$ cat config.mk
export PLATFORM = sky130hd
export DESIGN_NAME = uart_tx_arb
export DESIGN_NICKNAME = d
export VERILOG_FILES = /design/src/rtl/uart_pkg.sv /design/src/rtl/rr_pick.sv /design/src/rtl/uart_tx_arb.sv
export SDC_FILE = /design/constraint.sdc
export NUM_CORES = 1
export LEC_CHECK = 0
export CELL_PAD_IN_SITES_DETAIL_PLACEMENT = 0
export CELL_PAD_IN_SITES_GLOBAL_PLACEMENT = 2
export CORE_AREA = 3 3 79 81
export DETAILED_ROUTE_END_ITERATION = 6
export DIE_AREA = 0 0 82 84
export GPL_ROUTABILITY_DRIVEN = 0
export GPL_TIMING_DRIVEN = 0
export MAX_ROUTING_LAYER = met4
export PLACE_DENSITY = 0.9
export SLEW_MARGIN = 20
export SYNTH_ARGS = -nofsm -noshare
export SYNTH_HDL_FRONTEND = slang
export SYNTH_SLANG_ARGS = --single-unit
$ cat constraint.sdc
create_clock -name i_clk -period 2.2 [get_ports i_clk]
set_clock_uncertainty 0.15 [all_clocks]
set_input_delay 0.33 -clock i_clk [delete_from_list [all_inputs] [get_ports i_clk]]
set_output_delay 0.33 -clock i_clk [all_outputs]
set_load 0.01 [all_outputs]
$ cat src/rtl/uart_pkg.sv
`default_nettype none
// +----------------------------------------------------------------------+
// | uart_pkg : shared UART constants and the TX arbiter state encoding   |
// | Revision : 1.0                                                       |
// +----------------------------------------------------------------------+
package uart_pkg;

    localparam int UART_WIDTH_DATA = 8;

    typedef enum logic [1:0] {
        ST_IDLE = 2'd0,
        ST_LOAD = 2'd1,
        ST_GAP  = 2'd2,
        ST_WAIT = 2'd3
    } arb_state_t;

endpackage
`default_nettype wire

$ cat src/rtl/rr_pick.sv
`default_nettype none
// +----------------------------------------------------------------------+
// | rr_pick : combinational round-robin pick, search from ptr+1 upward   |
// | Revision : 1.0                                                       |
// +----------------------------------------------------------------------+
module rr_pick #(
    parameter int NB_REQ = 4,
    parameter int PW     = $clog2(NB_REQ)
) (
    input  logic [NB_REQ-1:0] i_req,
    input  logic [PW-1:0]     i_ptr,
    output logic [NB_REQ-1:0] o_grant
);

    logic [NB_REQ-1:0] w_hi;
    logic [NB_REQ-1:0] w_lo;

    // Scanning downward leaves the lowest match; w_hi only considers indices above ptr.
    always_comb begin
        w_hi = '0;
        w_lo = '0;
        for (int k = NB_REQ - 1; k >= 0; k--) begin
            if (i_req[k]) begin
                if (k > int'(i_ptr)) begin
                    w_hi    = '0;
                    w_hi[k] = 1'b1;
                end
                w_lo    = '0;
                w_lo[k] = 1'b1;
            end
        end
        o_grant = (w_hi != '0) ? w_hi : w_lo;
    end

endmodule
`default_nettype wire

$ cat src/rtl/uart_tx_arb.sv
`default_nettype none
// +----------------------------------------------------------------------+
// | uart_tx_arb : round-robin byte arbiter feeding one UART transmitter  |
// | Revision : 1.0                                                       |
// +----------------------------------------------------------------------+
module uart_tx_arb
    import uart_pkg::*;
#(
    parameter int WIDTH_DATA = UART_WIDTH_DATA,
    parameter int NB_REQ     = 4,
    parameter int MAX_BURST  = 4
) (
    input  logic                         i_clk,
    input  logic                         i_nrst,
    input  logic [NB_REQ-1:0]            i_req,
    input  logic [NB_REQ-1:0]            i_last,
    input  logic [NB_REQ*WIDTH_DATA-1:0] i_data,
    output logic [NB_REQ-1:0]            o_ack,
    output logic [NB_REQ-1:0]            o_gnt,
    output logic                         o_we,
    output logic [WIDTH_DATA-1:0]        o_data,
    input  logic                         i_mty,
    output logic                         o_busy
);

    localparam int PW = $clog2(NB_REQ);
    localparam int BW = $clog2(MAX_BURST + 1);

    arb_state_t             state_q;
    logic [NB_REQ-1:0]      gnt_q;
    logic [NB_REQ-1:0]      ack_q;
    logic                   we_q;
    logic [WIDTH_DATA-1:0]  data_q;
    logic [BW-1:0]          burst_q;
    logic                   last_q;
    logic [PW-1:0]          ptr_q;
    logic [PW-1:0]          own_q;

    logic [NB_REQ-1:0]      w_pick;
    logic [PW-1:0]          w_pick_idx;
    logic                   w_own_req;
    logic                   w_own_last;
    logic [WIDTH_DATA-1:0]  w_own_data;

    rr_pick #(
        .NB_REQ (NB_REQ),
        .PW     (PW)
    ) u_rr_pick (
        .i_req   (i_req),
        .i_ptr   (ptr_q),
        .o_grant (w_pick)
    );

    always_comb begin
        w_pick_idx = '0;
        for (int k = 0; k < NB_REQ; k++) begin
            if (w_pick[k]) begin
                w_pick_idx = PW'(k);
            end
        end
    end

    always_comb begin
        w_own_req  = 1'b0;
        w_own_last = 1'b0;
        w_own_data = '0;
        for (int k = 0; k < NB_REQ; k++) begin
            if (own_q == PW'(k)) begin
                w_own_req  = i_req[k];
                w_own_last = i_last[k];
                w_own_data = i_data[k*WIDTH_DATA +: WIDTH_DATA];
            end
        end
    end

    always_ff @(posedge i_clk or negedge i_nrst) begin
        if (!i_nrst) begin
            state_q <= ST_IDLE;
            gnt_q   <= '0;
            ack_q   <= '0;
            we_q    <= 1'b0;
            data_q  <= '0;
            burst_q <= '0;
            last_q  <= 1'b0;
            ptr_q   <= PW'(NB_REQ - 1);
            own_q   <= '0;
        end else begin
            // Write strobe and ack are single-cycle pulses unless LOAD fires below.
            we_q  <= 1'b0;
            ack_q <= '0;
            unique case (state_q)
                ST_IDLE: begin
                    if (|i_req) begin
                        gnt_q   <= w_pick;
                        own_q   <= w_pick_idx;
                        burst_q <= '0;
                        state_q <= ST_LOAD;
                    end
                end
                ST_LOAD: begin
                    if (!w_own_req) begin
                        ptr_q   <= own_q;
                        gnt_q   <= '0;
                        state_q <= ST_IDLE;
                    end else if (i_mty) begin
                        we_q    <= 1'b1;
                        data_q  <= w_own_data;
                        ack_q   <= gnt_q;
                        last_q  <= w_own_last;
                        burst_q <= burst_q + BW'(1);
                        state_q <= ST_GAP;
                    end
                end
                ST_GAP: begin
                    state_q <= ST_WAIT;
                end
                ST_WAIT: begin
                    if (i_mty) begin
                        if (last_q || (burst_q == BW'(MAX_BURST))) begin
                            ptr_q   <= own_q;
                            gnt_q   <= '0;
                            state_q <= ST_IDLE;
                        end else begin
                            state_q <= ST_LOAD;
                        end
                    end
                end
                default: begin
                    state_q <= ST_IDLE;
                end
            endcase
        end
    end

    assign o_ack  = ack_q;
    assign o_gnt  = gnt_q;
    assign o_we   = we_q;
    assign o_data = data_q;
    assign o_busy = (state_q != ST_IDLE);

endmodule
`default_nettype wire

### Word level (Yosys, flattened, before mapping)

Index checks and enable logic that the tools add are counted.

* bits in registers: 27
* input bits: 43
* output and inout port bits: 18
* logic and storage cells: 93

* $add $sub $neg: 1
* magnitude comparators: 3
* equal/unequal tests: 14
* mux-type cells: 51
* reduce and logical (&&, ||, !) cells: 15

Operators by type and width (count)
* 2-to-1 mux 4 bit: 18
* 2-to-1 mux 8 bit: 4
* 2-to-1 mux 2 bit: 9
* 2-to-1 mux 1 bit: 13
* != test 2 bit, second input constant: 6
* case mux 4 bit (3 select lines): 1
* 2-to-1 mux 3 bit: 3
* == test 2 bit, second input constant: 4
* case mux 2 bit (4 select lines): 1
* AND reduction 4 bit: 2
* case mux 3 bit (2 select lines): 1
* AND reduction 3 bit: 2
* nonzero test 2 bit: 3
* AND reduction 5 bit: 1
* == test 2 x 1 -> 1 bit, second input constant: 2
* > comparator 2 bit, first input constant: 2
* zero test 2 bit: 2
* case mux 2 bit (2 select lines): 1
* nonzero test 4 bit: 1
* OR reduction 4 bit: 1
* adder 3 x 1 -> 3 bit, second input constant: 1
* == test 3 bit, second input constant: 1
* != test 3 bit, second input constant: 1
* nonzero test 3 bit: 1
* other kinds (3): 3

### Longest topological paths before layout

* depth in word-level cells: 12
* depth in mapped cells: 6
* mapped depth without buffers: 6

### By module

A second synthesis with hierarchy kept.

* cell total of the unflattened synthesis: 115
* area total of the unflattened synthesis: 1432.6 µm²

By module, submodules not included
* uart_tx_arb: times used 1, cells an instance 98, area an instance 1332.5 µm², sequential area each 678.2 µm²
* rr_pick: times used 1, cells an instance 17, area an instance 100.1 µm², sequential area each 0.0 µm²

### Worst setup path after synthesis

No wires, ideal clock.

* path kind: reg-to-reg
* start: register own_q[0]
* end: register data_q[7], in the netlist o_data[7]
* library setup time: 125 ps
* arrival time: 1620 ps
* data required time: 1925 ps
* slack: 305 ps
* stages on the path, launching flop included: 6
* path buffers: 2
* clock period less this slack: 1895 ps
* path through: dfrtp_1 mux4_2 nor3b_2 buf_6 buf_6 mux2_4

* word-level cells in the longest chain between the ends: 6
* elaborated cells between the ends (all ways): 13
* those cells by class: 3 x eq/ne; 8 x mux; 2 x reduce/logical

RTL lines
* start, declared: line uart_tx_arb.sv:37 `logic [PW-1:0] own_q;`
* start signal, assigned: line uart_tx_arb.sv:95 `own_q <= w_pick_idx;`
* zero test 2 bit: line uart_tx_arb.sv:68 `if (own_q == PW'(k)) begin`
* 2-to-1 mux 1 bit (4 in series): line uart_tx_arb.sv:68
* AND reduction 3 bit (no source line)
* end signal, assigned: line uart_tx_arb.sv:107 `data_q <= w_own_data;`
* end, declared: line uart_tx_arb.sv:33 `logic [WIDTH_DATA-1:0] data_q;`

Several ways; a longest one is shown, not always the timed one.
A chain may end at the register's enable or synchronous reset.

### Worst setup path after layout

* start: register state_q[0]
* end: output port o_busy

* word-level cells in the longest chain between the ends: 1

RTL lines
* start, declared: line uart_tx_arb.sv:29 `arb_state_t state_q;`
* start signal, assigned: line uart_tx_arb.sv:78 `state_q <= ST_IDLE;`
* start signal, assigned: line uart_tx_arb.sv:97 `state_q <= ST_LOAD;`
* start signal, assigned: line uart_tx_arb.sv:104 `state_q <= ST_IDLE;`
* nonzero test 2 bit: line uart_tx_arb.sv:139 `assign o_busy = (state_q != ST_IDLE);`
* end, declared: line uart_tx_arb.sv:23 `output logic o_busy`

Every way passes these cells.

==> results.txt <==
----------------------------------------------------
[Drt]
  Via density per instance ... 4.62
  Wire length per cell ... 14.3 um
  Total number of vias ... 1192
  Number of optimization iterations in the first detailed-route pass ... 4
  Final routed DRC violation total ... 0
  Detailed-route wire length ... 3.69 mm
  DRT antenna net count ... 0
  Initial drt markers ... 26

[Global routing]
  Largest net degree at the start of global routing ... 28
  Overflow left after global routing ... 0
  Number of global-route vias before repair ... 1178
  Global router's overall resource usage ... 10.8%
  Wire length of the first global-routing pass ... 5.69 mm
  Initial antenna violation count ... 0

[Placement]
  Total of buffers placed on input and output ports ... 60
  HPWL Detailed ... 2.83 mm

[Status]
  Outcome ... completed

[Die]
  Starting density of the core ... 26.2%
  Number of rows in the core area ... 27
  Core box area ... 0.00554 mm^2
  Die W ... 82 um
  I/O pin count ... 61
  Die extent in y ... 84 um
  Area enclosed by the die boundary ... 0.00689 mm^2

[CTS]
  Number of clock sinks seen by CTS ... 27
  Total clock buffers created by CTS ... 3
  H-tree levels ... 1
  Clk slew on worst S/H paths ... 0.09 ns
  Clock tree from TritonCTS ... yes
  Clock tree buffer depth ... 2
  Clock insertion delay at the later pin of the skew report ... 0.27 ns
  Cell chosen for the clock root ... sky130_fd_sc_hd__clkbuf_8

[Worst setup path]
  Register-to-register setup slack ... 0.19 ns
  Buffers & Inverters on Critical Path ... 2
  Biggest cell delay along the critical path ... 0.49 ns
  Critical setup path kind ... reg -> out
  Delay-heaviest family, CP ... buffers and inverters
  Required time reported for the critical path endpoint ... 1.72 ns
  Endpoint class of the critical path ... output pin
  Cell chain of the critical path ... nor2_1, inv_1, clkdlybuf4s50_1
  Data arrival time of the critical path ... 1.53 ns
  Largest fanout on the critical path ... 6
  Worst r2r dst ... o_data[7]$_DFFE_PN0P_
  Slowest cell on the critical path ... sky130_fd_sc_hd__clkdlybuf4s50_1
  Crit path launch type ... register
  Worst R2R Start ... own_q[0]$_DFFE_PN0P_
  Worst-case reg-to-reg path depth ... 5

[Final layout]
  Final core utilization ... 40.0%
  Most common cell after layout, fill and taps aside ... sky130_fd_sc_hd__clkdlybuf4s50_1
  Total inserted antenna cells ... 0
  Highest-count cells in the layout ignoring fill and taps ... sky130_fd_sc_hd__clkdlybuf4s50_1, sky130_fd_sc_hd__dfrtp_1, sky130_fd_sc_hd__mux4_2, sky130_fd_sc_hd__nand2_1, sky130_fd_sc_hd__mux2_2
  Area growth, synth to finish ... 53.1%
  Nets ... 232
  Share of cells above drive strength 1 ... 18.3%
  Fill cells ... 541

[Yosys]
  Mean post-synth cell area ... 12.2 um^2
  Total of flip-flops plus latches after synthesis ... 27
  Ys Warns ... 0
  Distinct cell type count of the synthesized netlist ... 34
  Sequential cell area fraction in the yosys report ... 46.8%
  Cells after synthesis ... 119
  Post-synth net total ... 164
  Area of the mapped netlist ... 0.00145 mm^2

[Power and ir drop]
  Total Power Consumption ... 0.00242 W
  Pwr Density ... 1090 mW/mm^2
  Maximum vdd drop ... 333 uV
  Leakage power ... 0.925 nW

[Timing]
  Count of endpoints failing hold in the final timing report ... 0
  Hold slack final ... 0.331 ns
  Setup TNS ... 0 ns
  Tightest Pin Transition ... 0.605 ns
  Rel. slew slack ... 59.6%
  Setup repair after global routing missed its margin ... false
  Final-report setup violation count ... 0
  Final critical path time including I/O delays and setup ... 2.01 ns
  Max Fclk ... 497 MHz
  Number of max-slew violations in the final report ... 0
  Part of the cycle the worst path needs ... 91.5%

[Worst hold path]
  Endpoint of the worst hold path ... burst_q[2]$_DFFE_PN0P_
  Startpoint of the lowest-slack hold path ... burst_q[2]$_DFFE_PN0P_
  Cell count of the worst hold path ... 1
  Type of the tightest min-delay check ... reg -> reg

[Job]
  Max-cap viol count ... 0

----------------------------------------------------
-- kinds of logic (layout without fill, tap and decap cells) --
| family | Yosys count | after routing | synth area share [%] |
|---|---|---|---|
| adders and majority gates | 2 | 2 | 1.73 |
| and+or+nand+nor | 37 | 37 | 13.1 |
| muxes | 21 | 21 | 24.3 |
| buffers and inverters | 10 | 77 | 3.71 |
| AOI/OAI and AO/OA | 22 | 22 | 10.4 |
| DFF | 27 | 27 | 46.8 |
-- per-layer routing --
metal | global-route usage (%) | part of all wire [%] | routed length [um] | vias to the layer above
li1 | - | - | - | 576
met2 | 17.5 | 47 | 1730 | 45
met5 | - | 0 | 0 | -
met3 | 2.16 | 9.0 | 334 | 4
met4 | 3.63 | 1.6 | 60 | 0
met1 | 13.3 | 42 | 1570 | 567
-- report_power, final --
group	switching [W]	total (W)	internal [W]
registers	0.000145	0.000850	0.000705
clock network	0.000149	0.000276	0.000127
logic	0.000546	0.00129	0.000744
total	0.000840	0.00242	0.00158
-- metrics by stage --
stage,setup slack [ns],instance area [um^2],cells
6_report,0.186,2220,258
5_1_grt,0.0856,2220,258
4_1_cts,0.0113,2200,256
3_5_place_dp,-0.345,2130,251
3_3_place_gp,-0.360,2140,251
2_1_floorplan,0.305,1450,119
-- repair_timing --
item                                    4_1_cts  5_1_grt
endpoints found under the setup margin        1        3
setup buffers                                 0        2
hold buffers                                  1        0
resized for setup                             2        3
endpoints found under the hold margin        25        0
-- Yosys cell counts --
master / instances / area (um^2)
sky130_fd_sc_hd__o31ai_1: 1 / 7.51
sky130_fd_sc_hd__inv_1: 5 / 18.8
sky130_fd_sc_hd__o21ai_0: 3 / 15.0
sky130_fd_sc_hd__nor2_1: 8 / 30.0
sky130_fd_sc_hd__or2b_1: 1 / 7.51
sky130_fd_sc_hd__a32o_1: 1 / 10.0
sky130_fd_sc_hd__mux2i_1: 1 / 10.0
sky130_fd_sc_hd__mux2_2: 9 / 101
sky130_fd_sc_hd__o221ai_1: 2 / 17.5
sky130_fd_sc_hd__clkbuf_1: 2 / 7.51
sky130_fd_sc_hd__o2bb2ai_1: 1 / 8.76
sky130_fd_sc_hd__o22ai_1: 3 / 18.8
sky130_fd_sc_hd__buf_2: 1 / 5.00
sky130_fd_sc_hd__mux2_4: 1 / 15.0
sky130_fd_sc_hd__buf_6: 2 / 22.5
sky130_fd_sc_hd__nor2b_1: 2 / 12.5
sky130_fd_sc_hd__or3_1: 1 / 6.26
sky130_fd_sc_hd__nand2b_1: 3 / 18.8
sky130_fd_sc_hd__dfrtp_1: 25 / 626
sky130_fd_sc_hd__nand2_1: 9 / 33.8
sky130_fd_sc_hd__nor3b_2: 1 / 12.5
sky130_fd_sc_hd__or4_1: 1 / 7.51
sky130_fd_sc_hd__o211ai_1: 1 / 7.51
sky130_fd_sc_hd__mux4_2: 10 / 225
sky130_fd_sc_hd__ha_1: 2 / 25.0
sky130_fd_sc_hd__a21oi_1: 5 / 25.0
sky130_fd_sc_hd__a31oi_1: 2 / 12.5
sky130_fd_sc_hd__a2bb2o_1: 1 / 10.0
sky130_fd_sc_hd__dfstp_2: 2 / 52.6
sky130_fd_sc_hd__nor3_1: 2 / 10.0
sky130_fd_sc_hd__nand3_1: 4 / 20.0
sky130_fd_sc_hd__a21o_1: 1 / 7.51
sky130_fd_sc_hd__o32a_1: 1 / 10.0
sky130_fd_sc_hd__and2_1: 5 / 31.3
-- worst register-to-register path, delay by kind of cell (launching register included) --
kind / cells / cell delay, ns
flip-flops: 1 / 0.42
buffers and inverters: 2 / 0.29
AND/OR/NAND/NOR: 1 / 0.18
multiplexers: 2 / 0.85
-- worst max-delay path by stage --
stage,from,end,slack [ns],depth (start not counted)
finish,state_q[0]$_DFFE_PN0P_,o_busy,0.19,3
floorplan,own_q[0]$_DFFE_PN0P_,o_data[7]$_DFFE_PN0P_,0.30,5
global route,register,o_busy,0.09,3
CTS,i_req[0],o_data[7]$_DFFE_PN0P_,0.01,6
detailed placement,i_req[1],o_gnt[2]$_DFFE_PN0P_,-0.35,5
global placement,i_req[1],o_gnt[2]$_DFFE_PN0P_,-0.36,5
-- state kept, by name, summed over array words and instances (netlist names), named ones only --
register	flops
o_we	1
o_gnt	4
burst_q	3
state_q	1
own_q	2
ptr_q	2
o_ack	4
o_data	8
last_q	1
-- layout make-up --
type	count	area (um^2)	area share (%)
clock buffer	3	41.3	1.86
sequential	27	678	30.6
buffer	5	35.0	1.58
multi-input combinational	82	723	32.6
clock inverter	1	5.00	0.226
tap	72	90.1	4.06
timing repair buffer	63	627	28.3
inverter	5	18.8	0.846
(Power assumes the default switching activity.)
